## src/rtl/spi_pkg.sv

```systemverilog
// Shared definitions for the SPI master controller: FSM states, opcodes,
// default widths and the counter sizing helper.
package spi_pkg;

    localparam int FRAME_W_DEF = 10;
    localparam int DATA_W_DEF  = 8;
    localparam int RD_WAIT_DEF = 3;

    typedef enum logic [2:0] {
        ST_IDLE,
        ST_SEL,
        ST_SHIFT,
        ST_COMMIT,
        ST_WAIT,
        ST_RECV,
        ST_DESEL
    } state_e;

    localparam logic [1:0] OP_WR_ADDR = 2'b00;
    localparam logic [1:0] OP_WR_DATA = 2'b01;
    localparam logic [1:0] OP_RD_ADDR = 2'b10;
    localparam logic [1:0] OP_RD_DATA = 2'b11;

    // Width able to hold the largest reload value of any phase counter.
    function automatic int cnt_width(input int a, input int b, input int c);
        int m;
        m = (a > b) ? a : b;
        m = (m > c) ? m : c;
        return $clog2(m + 1);
    endfunction

endpackage

```

## src/rtl/spi_shreg.sv

```systemverilog
// Parallel-load, MSB-first shift register. Serial data enters at bit 0 and
// the word moves toward the MSB on every shift.
module spi_shreg #(
    parameter int WIDTH = 8
) (
    input  logic             clk,
    input  logic             rst_n,
    input  logic             load,
    input  logic             shift,
    input  logic [WIDTH-1:0] par_in,
    input  logic             ser_in,
    output logic [WIDTH-1:0] par_out
);

    logic [WIDTH-1:0] data_q;
    logic [WIDTH-1:0] data_d;

    // Load has priority over shift; otherwise hold.
    always_comb begin
        data_d = data_q;
        if (load) begin
            data_d = par_in;
        end else if (shift) begin
            data_d = {data_q[WIDTH-2:0], ser_in};
        end
    end

    // Register the word.
    always_ff @(posedge clk or negedge rst_n) begin
        if (!rst_n) begin
            data_q <= '0;
        end else begin
            data_q <= data_d;
        end
    end

    assign par_out = data_q;

endmodule

```

## src/rtl/spi_master_ctrl.sv

```systemverilog
// SPI master controller: frames a command word under SS_n, shifts it out on
// MOSI and, for read-data commands, collects the slave's reply from MISO.
module spi_master_ctrl
    import spi_pkg::*;
#(
    parameter int FRAME_W = FRAME_W_DEF,
    parameter int DATA_W  = DATA_W_DEF,
    parameter int RD_WAIT = RD_WAIT_DEF
) (
    input  logic               clk,
    input  logic               rst_n,
    input  logic               start,
    input  logic [FRAME_W-1:0] cmd,
    output logic               busy,
    output logic               done,
    output logic [DATA_W-1:0]  rd_data,
    output logic               rd_valid,
    output logic               SS_n,
    output logic               MOSI,
    input  logic               MISO
);

    localparam int CNT_W = cnt_width(FRAME_W, DATA_W, RD_WAIT);
    localparam logic [CNT_W-1:0] LD_SHIFT = CNT_W'(FRAME_W - 1);
    localparam logic [CNT_W-1:0] LD_WAIT  = CNT_W'(RD_WAIT - 1);
    localparam logic [CNT_W-1:0] LD_RECV  = CNT_W'(DATA_W - 1);

    state_e              state_q, state_d;
    logic [CNT_W-1:0]    cnt_q, cnt_d;
    logic [1:0]          op_q, op_d;
    logic                ss_n_q, ss_n_d;
    logic                mosi_q, mosi_d;
    logic                busy_q, busy_d;
    logic                done_q, done_d;
    logic                rd_valid_q, rd_valid_d;
    logic [DATA_W-1:0]   rd_data_q, rd_data_d;

    logic                accept;
    logic                tx_shift;
    logic                rx_shift;
    logic [FRAME_W-1:0]  tx_par;
    logic [DATA_W-1:0]   rx_par;
    logic                shreg_unused;

    // DESEL doubles as an acceptance point so that a held start produces
    // back-to-back frames with exactly one SS_n-high cycle between them.
    assign accept   = start && ((state_q == ST_IDLE) || (state_q == ST_DESEL));
    assign tx_shift = (state_d == ST_SHIFT);
    assign rx_shift = (state_q == ST_RECV);

    // The TX word is only observed at its MSB, and the RX MSB is replaced by
    // the look-ahead word captured on the final RECV edge.
    assign shreg_unused = ^{tx_par[FRAME_W-2:0], rx_par[DATA_W-1]};

    spi_shreg #(.WIDTH(FRAME_W)) u_tx (
        .clk     (clk),
        .rst_n   (rst_n),
        .load    (accept),
        .shift   (tx_shift),
        .par_in  (cmd),
        .ser_in  (1'b0),
        .par_out (tx_par)
    );

    spi_shreg #(.WIDTH(DATA_W)) u_rx (
        .clk     (clk),
        .rst_n   (rst_n),
        .load    (1'b0),
        .shift   (rx_shift),
        .par_in  ('0),
        .ser_in  (MISO),
        .par_out (rx_par)
    );

    // Next-state, phase counter and next values of the registered outputs.
    always_comb begin
        state_d = state_q;
        cnt_d   = cnt_q;
        op_d    = op_q;
        case (state_q)
            ST_IDLE, ST_DESEL: begin
                state_d = ST_IDLE;
                if (accept) begin
                    state_d = ST_SEL;
                    op_d    = cmd[FRAME_W-1 -: 2];
                end
            end
            ST_SEL: begin
                state_d = ST_SHIFT;
                cnt_d   = LD_SHIFT;
            end
            ST_SHIFT: begin
                if (cnt_q == '0) state_d = ST_COMMIT;
                else             cnt_d   = cnt_q - CNT_W'(1);
            end
            ST_COMMIT: begin
                if (op_q == OP_RD_DATA) begin
                    state_d = ST_WAIT;
                    cnt_d   = LD_WAIT;
                end else begin
                    state_d = ST_DESEL;
                end
            end
            ST_WAIT: begin
                if (cnt_q == '0) begin
                    state_d = ST_RECV;
                    cnt_d   = LD_RECV;
                end else begin
                    cnt_d = cnt_q - CNT_W'(1);
                end
            end
            ST_RECV: begin
                if (cnt_q == '0) state_d = ST_DESEL;
                else             cnt_d   = cnt_q - CNT_W'(1);
            end
            default: state_d = ST_IDLE;
        endcase

        ss_n_d = !((state_d == ST_SEL)    || (state_d == ST_SHIFT) ||
                   (state_d == ST_COMMIT) || (state_d == ST_WAIT)  ||
                   (state_d == ST_RECV));
        mosi_d = 1'b0;
        if (state_d == ST_SEL)        mosi_d = cmd[FRAME_W-1];
        else if (state_d == ST_SHIFT) mosi_d = tx_par[FRAME_W-1];
        busy_d     = (state_d != ST_IDLE);
        done_d     = (state_d == ST_DESEL);
        rd_valid_d = (state_d == ST_DESEL) && (op_q == OP_RD_DATA);
        rd_data_d  = rd_data_q;
        if ((state_q == ST_RECV) && (state_d == ST_DESEL)) begin
            rd_data_d = {rx_par[DATA_W-2:0], MISO};
        end
    end

    // FSM and registered outputs.
    always_ff @(posedge clk or negedge rst_n) begin
        if (!rst_n) begin
            state_q    <= ST_IDLE;
            cnt_q      <= '0;
            op_q       <= OP_WR_ADDR;
            ss_n_q     <= 1'b1;
            mosi_q     <= 1'b0;
            busy_q     <= 1'b0;
            done_q     <= 1'b0;
            rd_valid_q <= 1'b0;
            rd_data_q  <= '0;
        end else begin
            state_q    <= state_d;
            cnt_q      <= cnt_d;
            op_q       <= op_d;
            ss_n_q     <= ss_n_d;
            mosi_q     <= mosi_d;
            busy_q     <= busy_d;
            done_q     <= done_d;
            rd_valid_q <= rd_valid_d;
            rd_data_q  <= rd_data_d;
        end
    end

    assign SS_n     = ss_n_q;
    assign MOSI     = mosi_q;
    assign busy     = busy_q;
    assign done     = done_q;
    assign rd_valid = rd_valid_q;
    assign rd_data  = rd_data_q;

endmodule

```

## config.mk

```make
export PLATFORM = sky130hd
export DESIGN_NAME = spi_master_ctrl
export DESIGN_NICKNAME = d
export VERILOG_FILES = /design/src/rtl/spi_pkg.sv /design/src/rtl/spi_shreg.sv /design/src/rtl/spi_master_ctrl.sv
export SDC_FILE = /design/constraint.sdc
export NUM_CORES = 1
export LEC_CHECK = 0
export ABC_AREA = 1
export CELL_PAD_IN_SITES_DETAIL_PLACEMENT = 2
export CELL_PAD_IN_SITES_GLOBAL_PLACEMENT = 2
export CORE_MARGIN = 4
export CORE_UTILIZATION = 33
export DETAILED_ROUTE_END_ITERATION = 8
export MAX_ROUTING_LAYER = met4
export PLACE_DENSITY_LB_ADDON = 0.1
export SYNTH_ARGS = -nofsm -noshare
export SYNTH_HDL_FRONTEND = slang
export SYNTH_SLANG_ARGS = --single-unit
```

## constraint.sdc

```tcl
create_clock -name clk -period 3.8 [get_ports clk]
set_input_delay 0.76 -clock clk [delete_from_list [all_inputs] [get_ports clk]]
set_output_delay 0.76 -clock clk [all_outputs]
set_load 0.03 [all_outputs]
```

# Word level (Yosys, flattened, before mapping)
# Cells that the tools add are included.
[op_classes]
n_addsub = 1
eq_ne = 15
mux = 14
reduce_logical = 18
[ops]
columns = ["op", "count"]
rows = [
  ["2-to-1 mux 10 bit", 2],
  ["equality test 3 bit, second input constant", 6],
  ["case mux 3 bit (6 select lines)", 1],
  ["case mux 4 bit (4 select lines)", 1],
  ["equality test 3 x 2 -> 1 bit, second input constant", 4],
  ["2-to-1 mux 4 bit", 3],
  ["2-to-1 mux 3 bit", 3],
  ["equality test 3 x 1 -> 1 bit, second input constant", 2],
  ["logical OR 1 bit", 5],
  ["logical NOT 4 bit", 1],
  ["inequality test 2 bit, second input constant", 2],
  ["nonzero test 4 bit", 1],
  ["OR reduction 2 bit", 2],
  ["subtractor 4 x 1 -> 4 bit, second input constant", 1],
  ["logical AND 1 bit", 3],
  ["logical NOT 3 bit", 1],
  ["2-to-1 mux 1 bit", 3],
  ["AND reduction 3 bit", 1],
  ["nonzero test 3 bit", 1],
  ["equality test 2 bit, second input constant", 1],
  ["2-to-1 mux 2 bit", 1],
  ["AND reduction 2 bit", 1],
  ["nonzero test 2 bit", 1],
  ["logical NOT 1 bit", 1],
]
[word_totals]
elab_cells = 59
output_inout_bits = 13
register_bits = 39

# Logic depth before layout (Yosys ltp)
# Gate-level depths: netlist of the first run.
[depth]
word_depth = 11
mapped_depth = 11
mapped_depth_nobuf = 11

# Modules after synthesis
# Synthesis of the first run repeated with hierarchy kept, for this count alone.
[hier_totals]
hier_cells = 220
area_unflattened_um2 = 1946.9
[by_module_without_submodules]
columns = ["module", "instances", "cells_per_inst", "area_per_inst_um2", "seq_area_each_um2"]
rows = [
  ["spi_master_ctrl", 1, 122, 1109.8, 551.8],
  ["spi_shreg (u_tx)", 1, 54, 462.9, 250.2],
  ["spi_shreg (u_rx)", 1, 44, 374.1, 200.2],
]

# Worst setup path before layout of the first run
# Ideal clock, no wire load.
[synth_path]
path_type = "register -> register"
startpoint = "register cnt_q[0]"
endpoint = "register u_tx.data_q[7] (netlist: u_tx.par_out[7])"
stages_incl_launch_ff = 11
required_time_ps = 3675
slack_ps = 2235
period_less_slack_ps = 1565
setup_time_ps = 125
arrival_time_ps = 1440
path_cell_list = "dfrtp_1 > inv_1 > ha_1 > nand3_1 > nand2_1 > nand2_1 > a21oi_2 > nand3_1 > buf_4 > nand2_1 > nand3_1"
[synth_between]
elab_chain_len = 5
[synth_lines]
columns = ["element", "line", "text"]
rows = [
  ["start, declared", "spi_master_ctrl.sv:29", "logic [CNT_W-1:0] cnt_q, cnt_d;"],
  ["start signal, assigned", "spi_master_ctrl.sv:148", "cnt_q <= cnt_d;"],
  ["logical NOT 4 bit (*)", "spi_master_ctrl.sv:93, spi_master_ctrl.sv:105, spi_master_ctrl.sv:113", ""],
  ["2-to-1 mux 3 bit, on equally long branches", "spi_master_ctrl.sv:113, spi_master_ctrl.sv:93, spi_master_ctrl.sv:105", ""],
  ["case mux 3 bit (6 select lines) (*)", "spi_master_ctrl.sv:80", "case (state_q)"],
  ["named net state_d[1]", "spi_master_ctrl.sv:28", "state_e state_q, state_d;"],
  ["equality test 3 x 2 -> 1 bit (*)", "spi_master_ctrl.sv:48", "assign tx_shift = (state_d == ST_SHIFT);"],
  ["nonzero test 2 bit (no source line) (*)", "n/a", ""],
  ["end signal, assigned", "spi_shreg.sv:33", "data_q <= data_d;"],
  ["end, declared", "spi_shreg.sv:15", "logic [WIDTH-1:0] data_q;"],
]
# Mark *: on every way through the listed nets, which the timed path passes. The rest lies on a longest branch.
# A chain may end at the register's enable or synchronous reset.

# Worst setup path in the final report of the first run
[layout_path]
startpoint = "input start"
endpoint = "register u_tx.data_q[7] (netlist: u_tx.par_out[7])"
[layout_between]
elab_chain_len = 5
[layout_lines]
columns = ["element", "line", "text"]
rows = [
  ["start, declared", "spi_master_ctrl.sv:12", "input logic start,"],
  ["logical AND 1 bit (*)", "spi_master_ctrl.sv:47", "assign accept = start && ((state_q == ST_IDLE) || (state_q == ST_DESEL));"],
  ["2-to-1 mux 1 bit", "spi_master_ctrl.sv:83", "if (accept) begin"],
  ["case mux 3 bit (6 select lines)", "spi_master_ctrl.sv:80", ""],
  ["equality test 3 x 2 -> 1 bit", "spi_master_ctrl.sv:48", ""],
  ["nonzero test 2 bit (no source line)", "n/a", ""],
]
# Every way passes the cells marked *; elsewhere a longest branch is shown, timed or not.

==> impl_metrics.ini, run 1 <==
[routing]
drc_errors = 0
ant_nets = 0
wl_per_cell_um = 14.1
drt-pass1-iter-count = 4
wl_mm = 4.80
drt-initial-drc-count = 59
viasPerCell = 4.84
num_vias = 1652

[global_route]
grt_usage_pct = 15.1
grt_max_degree = 40
grt_pass1_vias = 1733
met3_usage_pct = 2.57
antenna_found_initial = 0
grt_pass1_wl_mm = 8.33
grt.overflow.total = 0
grt.busiest_layer = met2
use_met1_pct = 18.6
grt_use_met2_pct = 25.2

[floorplanning]
io-pin-count = 27
die_w_um = 84.0
start_util_pct = 34.4
die_h_um = 84.0
design.core.area_um2 = 5540
rows = 27
die_area_um2 = 7050

[logic_synthesis]
synth-edff-count = 0
yosys_warnings = 0
ys_seq_area_share_pct = 51.3
synth_fa_ha_area_share_pct = 1.31
synth_area_per_cell_um2 = 7.87
syn-cell-area_um2 = 1910
synthXorXnorAreaFrac_pct = 0.919
syn_inst = 242
ys_ff_latch = 39
synthMuxAreaShare_pct = 0
async_flop_share_pct = 100
synth_top_family_by_area = simple AND/OR/NAND/NOR gates
synthSimpleGateAreaFrac_pct = 36.4
syn_nets = 258
synth_cell_types = 28
synth_compound_area_share_pct = 4.01
ys.flop_type = dfrtp_1

[timing]
relSlewSlack_pct = 40.4
rsz0062_at_grt = no
worstMarginPinSlew_ns = 0.895
final-setup-viol-count = 0
hold_viol_final = 0
fmax_mhz = 420
period_minus_slack_ns = 2.38
slew_viol_final = 0
fin_crit_sh_pct = 62.6
fin_skew_ns = 0.00202
timing.setup.tns_ns = 0

[power_and_ir_drop]
clockPowerShare_pct = 17.5
power.internal_uw = 1030
p_switching_uw = 860
switching_share_pct = 45.5
power_density_nw_per_um2 = 815
leakagePower_uw = 0.00123
p_seq_share_pct = 33.5
combPwrFrac_pct = 49.0
ir_drop_mv = 0.291

[cts]
postCtsHoldBufs = 0
cts_buffer_depth = 2
cts.htree.levels = 2
clk_latency_ns = 0.28
cts_tree = built
post_cts_buffers = 0
cts.sinks = 39
cts.reportedPaths.clkPinSlew_ns = 0.07
cts_root_buf = clkbuf_8
cts-resized-gates = 0
numCtsBuffers = 5

[hold_path]
worstHoldPathType = flop to flop

[placed_design]
gp_congestion = 0.727
dp_hpwl_mm = 3.60
place_area_um2 = 2210
port_buffers = 26

[worst_setup_path]
crit_fanout = 21
crit_type = input port to flop
r2r_slack_ns = 1.49
cp.required_ns = 3.96
endpoint_kind = flop
cp.arrival_ns = 2.54
start_kind = input port

[layout]
fillers = 640
nets = 285
final_area_um2 = 2320
diodes = 0
multiInputGateArea_um2 = 812
layout-drive-gt1-share_pct = 8.55
seqCellArea_um2 = 977
area_delta_synth_final_pct = 21.5

[flow_run]
drv_cap = 0

[status]
outcome = complete, no violations
## power by group through the flow
stage / registers, µW / logic, µW / clock network [µW]
2_1_floorplan: 654 / 682 / 0
3_3_place_gp: 642 / 908 / 0
3_5_place_dp: 642 / 946 / 0
4_1_cts: 635 / 956 / 342
5_1_grt: 648 / 1080 / 364
6_report: 633 / 925 / 330
## worst max-delay path: stages
cell	delay (ns)
clkdlybuf4s50_1	0.41
nand2_2	0.31
nand3_2	0.18
inv_2	0.23
nand3_1	0.38
nand2_1	0.18
nand3_1	0.09
## routing by layer
metal  up-vias  wire (µm)
met1       799       2240
met4         0         64
met2        28       2330
met3         7        162
met5         -          0
li1        818          -
## final timing paths
path	depth (start not counted)	endpoint	startpoint
hold reg to reg	2	rd_data[2]$_DFFE_PN0P_	rd_data[2]$_DFFE_PN0P_
min in group asynchronous	1	cnt_q[0]$_DFFE_PN0P_	rst_n
hold / removal	2	rd_data[2]$_DFFE_PN0P_	rd_data[2]$_DFFE_PN0P_
setup reg to reg	9	u_tx.par_out[7]$_DFFE_PN0P_	state_q[2]$_DFF_PN0_
setup / recovery	7	u_tx.par_out[7]$_DFFE_PN0P_	start
max in group asynchronous	1	state_q[0]$_DFF_PN0_	rst_n
## cells in the final DEF (no fill, tap or decap), types with 2 or more instances in the layout
master / n
nor2_2: 3
o21ai_0: 3
nand2_1: 112
nor2_1: 11
clkdlybuf4s50_1: 25
nand3_1: 21
dfrtp_1: 38
o21ai_1: 3
clkbuf_8: 5
nand4_1: 10
ha_1: 2
inv_1: 14
inv_2: 5
## through the flow
step                total power, µW  hold slack (ns)  std cells  util (%)  worst slack (ns)
floorplan                      1340            0.442        242         -              2.24
global placement               1550            0.456        334      40.0              1.14
detailed placement             1590            0.463        334      40.0              1.06
CTS                            1930            0.480        341      41.8              1.37
global route                   2090            0.493        341      41.8              1.19
finish                         1890            0.476        341      41.8              1.42
## cells in the mapped netlist (2+ instances only)
master	number	share of area, %
nand2_1	112	22
dfrtp_1	38	50
nand3_1	21	5.5
inv_1	14	2.8
nor2_1	11	2.2
nand4_1	10	3.3
inv_2	5	0.99
buf_2	3	0.79
nor2_2	3	0.99
o21ai_0	3	0.79
o21ai_1	3	0.79
buf_4	2	0.79
ha_1	2	1.3
## cell type report
| class | instances | share of cell area, % |
|---|---|---|
| clock buffers | 6 | 3.13 |
| multi-input cells | 177 | 35.1 |
| repair buffers | 27 | 11.3 |
| inverters | 19 | 3.08 |
| clock inverters | 1 | 1.30 |
| well taps | 72 | 3.89 |
| flip-flops and latches | 39 | 42.2 |
## kinds of logic after synthesis
family                     after synthesis
and+or+nand+nor                        161
DFF                                     39
buffers and inverters                   26
AOI/OAI and AO/OA                       12
xor gates and xnor gates                 2
adders and majority gates                2
## flip-flops by register name, indices dropped and copies added (netlist names)
register      count
MOSI              1
SS_n              1
busy              1
cnt_q             4
done              1
op_q              2
rd_data           8
rd_valid          1
state_q           3
u_rx.par_out      7
u_tx.par_out     10
Power figures use the tool's default switching activity.
==> run 2: changes to the inputs <==
--- a/config.mk
+++ b/config.mk
@@ -9,7 +9,7 @@
 export CELL_PAD_IN_SITES_DETAIL_PLACEMENT = 2
 export CELL_PAD_IN_SITES_GLOBAL_PLACEMENT = 2
 export CORE_MARGIN = 4
-export CORE_UTILIZATION = 33
+export CORE_UTILIZATION = 31
 export DETAILED_ROUTE_END_ITERATION = 8
 export MAX_ROUTING_LAYER = met4
 export PLACE_DENSITY_LB_ADDON = 0.1
==> constraint.sdc (replaced) <==
create_clock -name clk -period 2.4 [get_ports clk]
set_input_delay 0.48 -clock clk [delete_from_list [all_inputs] [get_ports clk]]
set_output_delay 0.48 -clock clk [all_outputs]
set_load 0.03 [all_outputs]
==> run 2 against run 1 <==
- via count is 0.79% higher
- critical path depth grew 2
- utilization fell by 2.7 points
- sequential power up 60%
- global-route usage fell by 0.056 points
- first-iteration DRC count is 24% lower
==> impl_metrics.ini, run 2 (synthesis gave the netlist of run 1 again) <==
[status]
outcome = complete, no violations

[cts]
cts_tree = built
cts-resized-gates = 0
cts.sinks = 39
cts_root_buf = clkbuf_8
post_cts_buffers = 0
numCtsBuffers = 5
cts.reportedPaths.clkPinSlew_ns = 0.08
postCtsHoldBufs = 0
cts.htree.levels = 2
clk_latency_ns = 0.29
cts_buffer_depth = 2

[worst_setup_path]
endpoint_kind = flop
cp-startpoint = cnt_q[0]$_DFFE_PN0P_
worst-r2r-cell-count = 9
r2r_slack_ns = 0.43
crit_fanout = 11
start_kind = flop
crit_type = flop to flop
cpMaxStageDelayCell = dfrtp_1
path_cells = inv_1 -> ha_1 -> nand3_1 -> nand2_1 -> nand2_1 -> a21oi_2 -> nand3_1 -> nand3_1 -> nand2_1
cp.required_ns = 2.58
cpPeakStageDelay_ns = 0.38
rr_startpoint = cnt_q[0]$_DFFE_PN0P_
cp.arrival_ns = 2.16

[timing]
relSlewSlack_pct = 66.3
final-setup-viol-count = 0
fmax_mhz = 507
slew_viol_final = 0
timing.setup.tns_ns = 0
fin_crit_sh_pct = 82.2
fin_skew_ns = 0.00923
worstMarginPinSlew_ns = 0.506
hold_viol_final = 0
period_minus_slack_ns = 1.97
setup_slack_ns = 0.428
rsz0062_at_grt = no

[routing]
drt-initial-drc-count = 45
drc_errors = 0
drt-pass1-iter-count = 4
wl_per_cell_um = 14.0
wl_mm = 4.87
num_vias = 1665
viasPerCell = 4.78
ant_nets = 0

[placed_design]
gp_congestion = 0.814
dp_hpwl_mm = 3.73
post-place-ws_ns = 0.390
dp.cells = 340
port_buffers = 26

[layout]
final_common_cell = nand2_1
largest_reg_flops = 10
area_delta_synth_final_pct = 22.3
nets = 288
diodes = 0
fin_cells = 348
final_cell_mix = 112 x nand2_1, 38 x dfrtp_1, 25 x clkdlybuf4s50_1, 21 x nand3_1, 14 x inv_1
layout-drive-gt1-share_pct = 9.89
final_util_pct = 39.1
seqCellArea_um2 = 977
fillers = 722
multiInputGateArea_um2 = 812

[power_and_ir_drop]
leakagePower_uw = 0.00124
power_density_nw_per_um2 = 1270
ir_drop_mv = 0.510

[floorplanning]
io-pin-count = 27
die_h_um = 86.4
die_w_um = 86.4
rows = 28
start_util_pct = 32.0
design.core.area_um2 = 5960
die_area_um2 = 7460

[global_route]
grt_max_degree = 40
grt_pass1_vias = 1830
grt_pass1_wl_mm = 8.61
antenna_found_initial = 0
grt.overflow.total = 0
grt_usage_pct = 15.0

[hold_path]
worstHoldPathType = input port to async pin

[flow_run]
drv_cap = 0
==> run 2: cell count changes in the layout (fill, tap and decap cells not counted), sizes merged <==
cell / change
buf: +3
bufinv: -1
clkbuf: +1
clkinv: +1
==> run 2: final timing paths <==
kind	endpoint
min	rd_valid$_DFF_PN0_
max in group asynchronous	SS_n$_DFF_PN1_
max	u_tx.par_out[5]$_DFFE_PN0P_
min reg2reg	rd_data[6]$_DFFE_PN0P_
max reg2reg	u_tx.par_out[5]$_DFFE_PN0P_
min in group clk	rd_data[6]$_DFFE_PN0P_
==> run 2: power by group <==
group          total [µW]  internal, µW  switching (µW)
sequential           1010           868             137
combinational        1490           483            1000
clock                 464           232             232
total                2960          1580            1370
==> run 2: routing by layer <==
| metal | GRT usage, % | part of all wire (%) |
|---|---|---|
| met4 | 4.25 | 1.3 |
| met5 | - | 0 |
| met3 | 2.85 | 3.6 |
| met2 | 24.5 | 47 |
| met1 | 19.0 | 48 |
==> run 2: area by class of cell <==
cell class	instances	share of cell area [%]
Multi-Input combinational cell	177	34.8
Tap cell	75	4.03
Timing Repair Buffer	30	12.2
Clock inverter	1	0.215
Clock buffer	7	3.70
Sequential cell	39	41.9
Inverter	19	3.06
==> run 2: stage by stage <==
stage          power [µW]  hold slack [ns]  area (µm²)
2_1_floorplan        2120            0.184        1910
3_3_place_gp         2500            0.456        2240
3_5_place_dp         2550            0.468        2240
4_1_cts              3040            0.258        2330
5_1_grt              3290            0.286        2330
6_report             2960            0.245        2330
==> run 2: critical path, delay by kind of cell, from the launching register on <==
kind	cells	cell delay [ns]
compound gates	1	0.21
buf+inv	1	0.10
fa+ha+maj	1	0.19
flops	1	0.38
simple gates	6	0.99
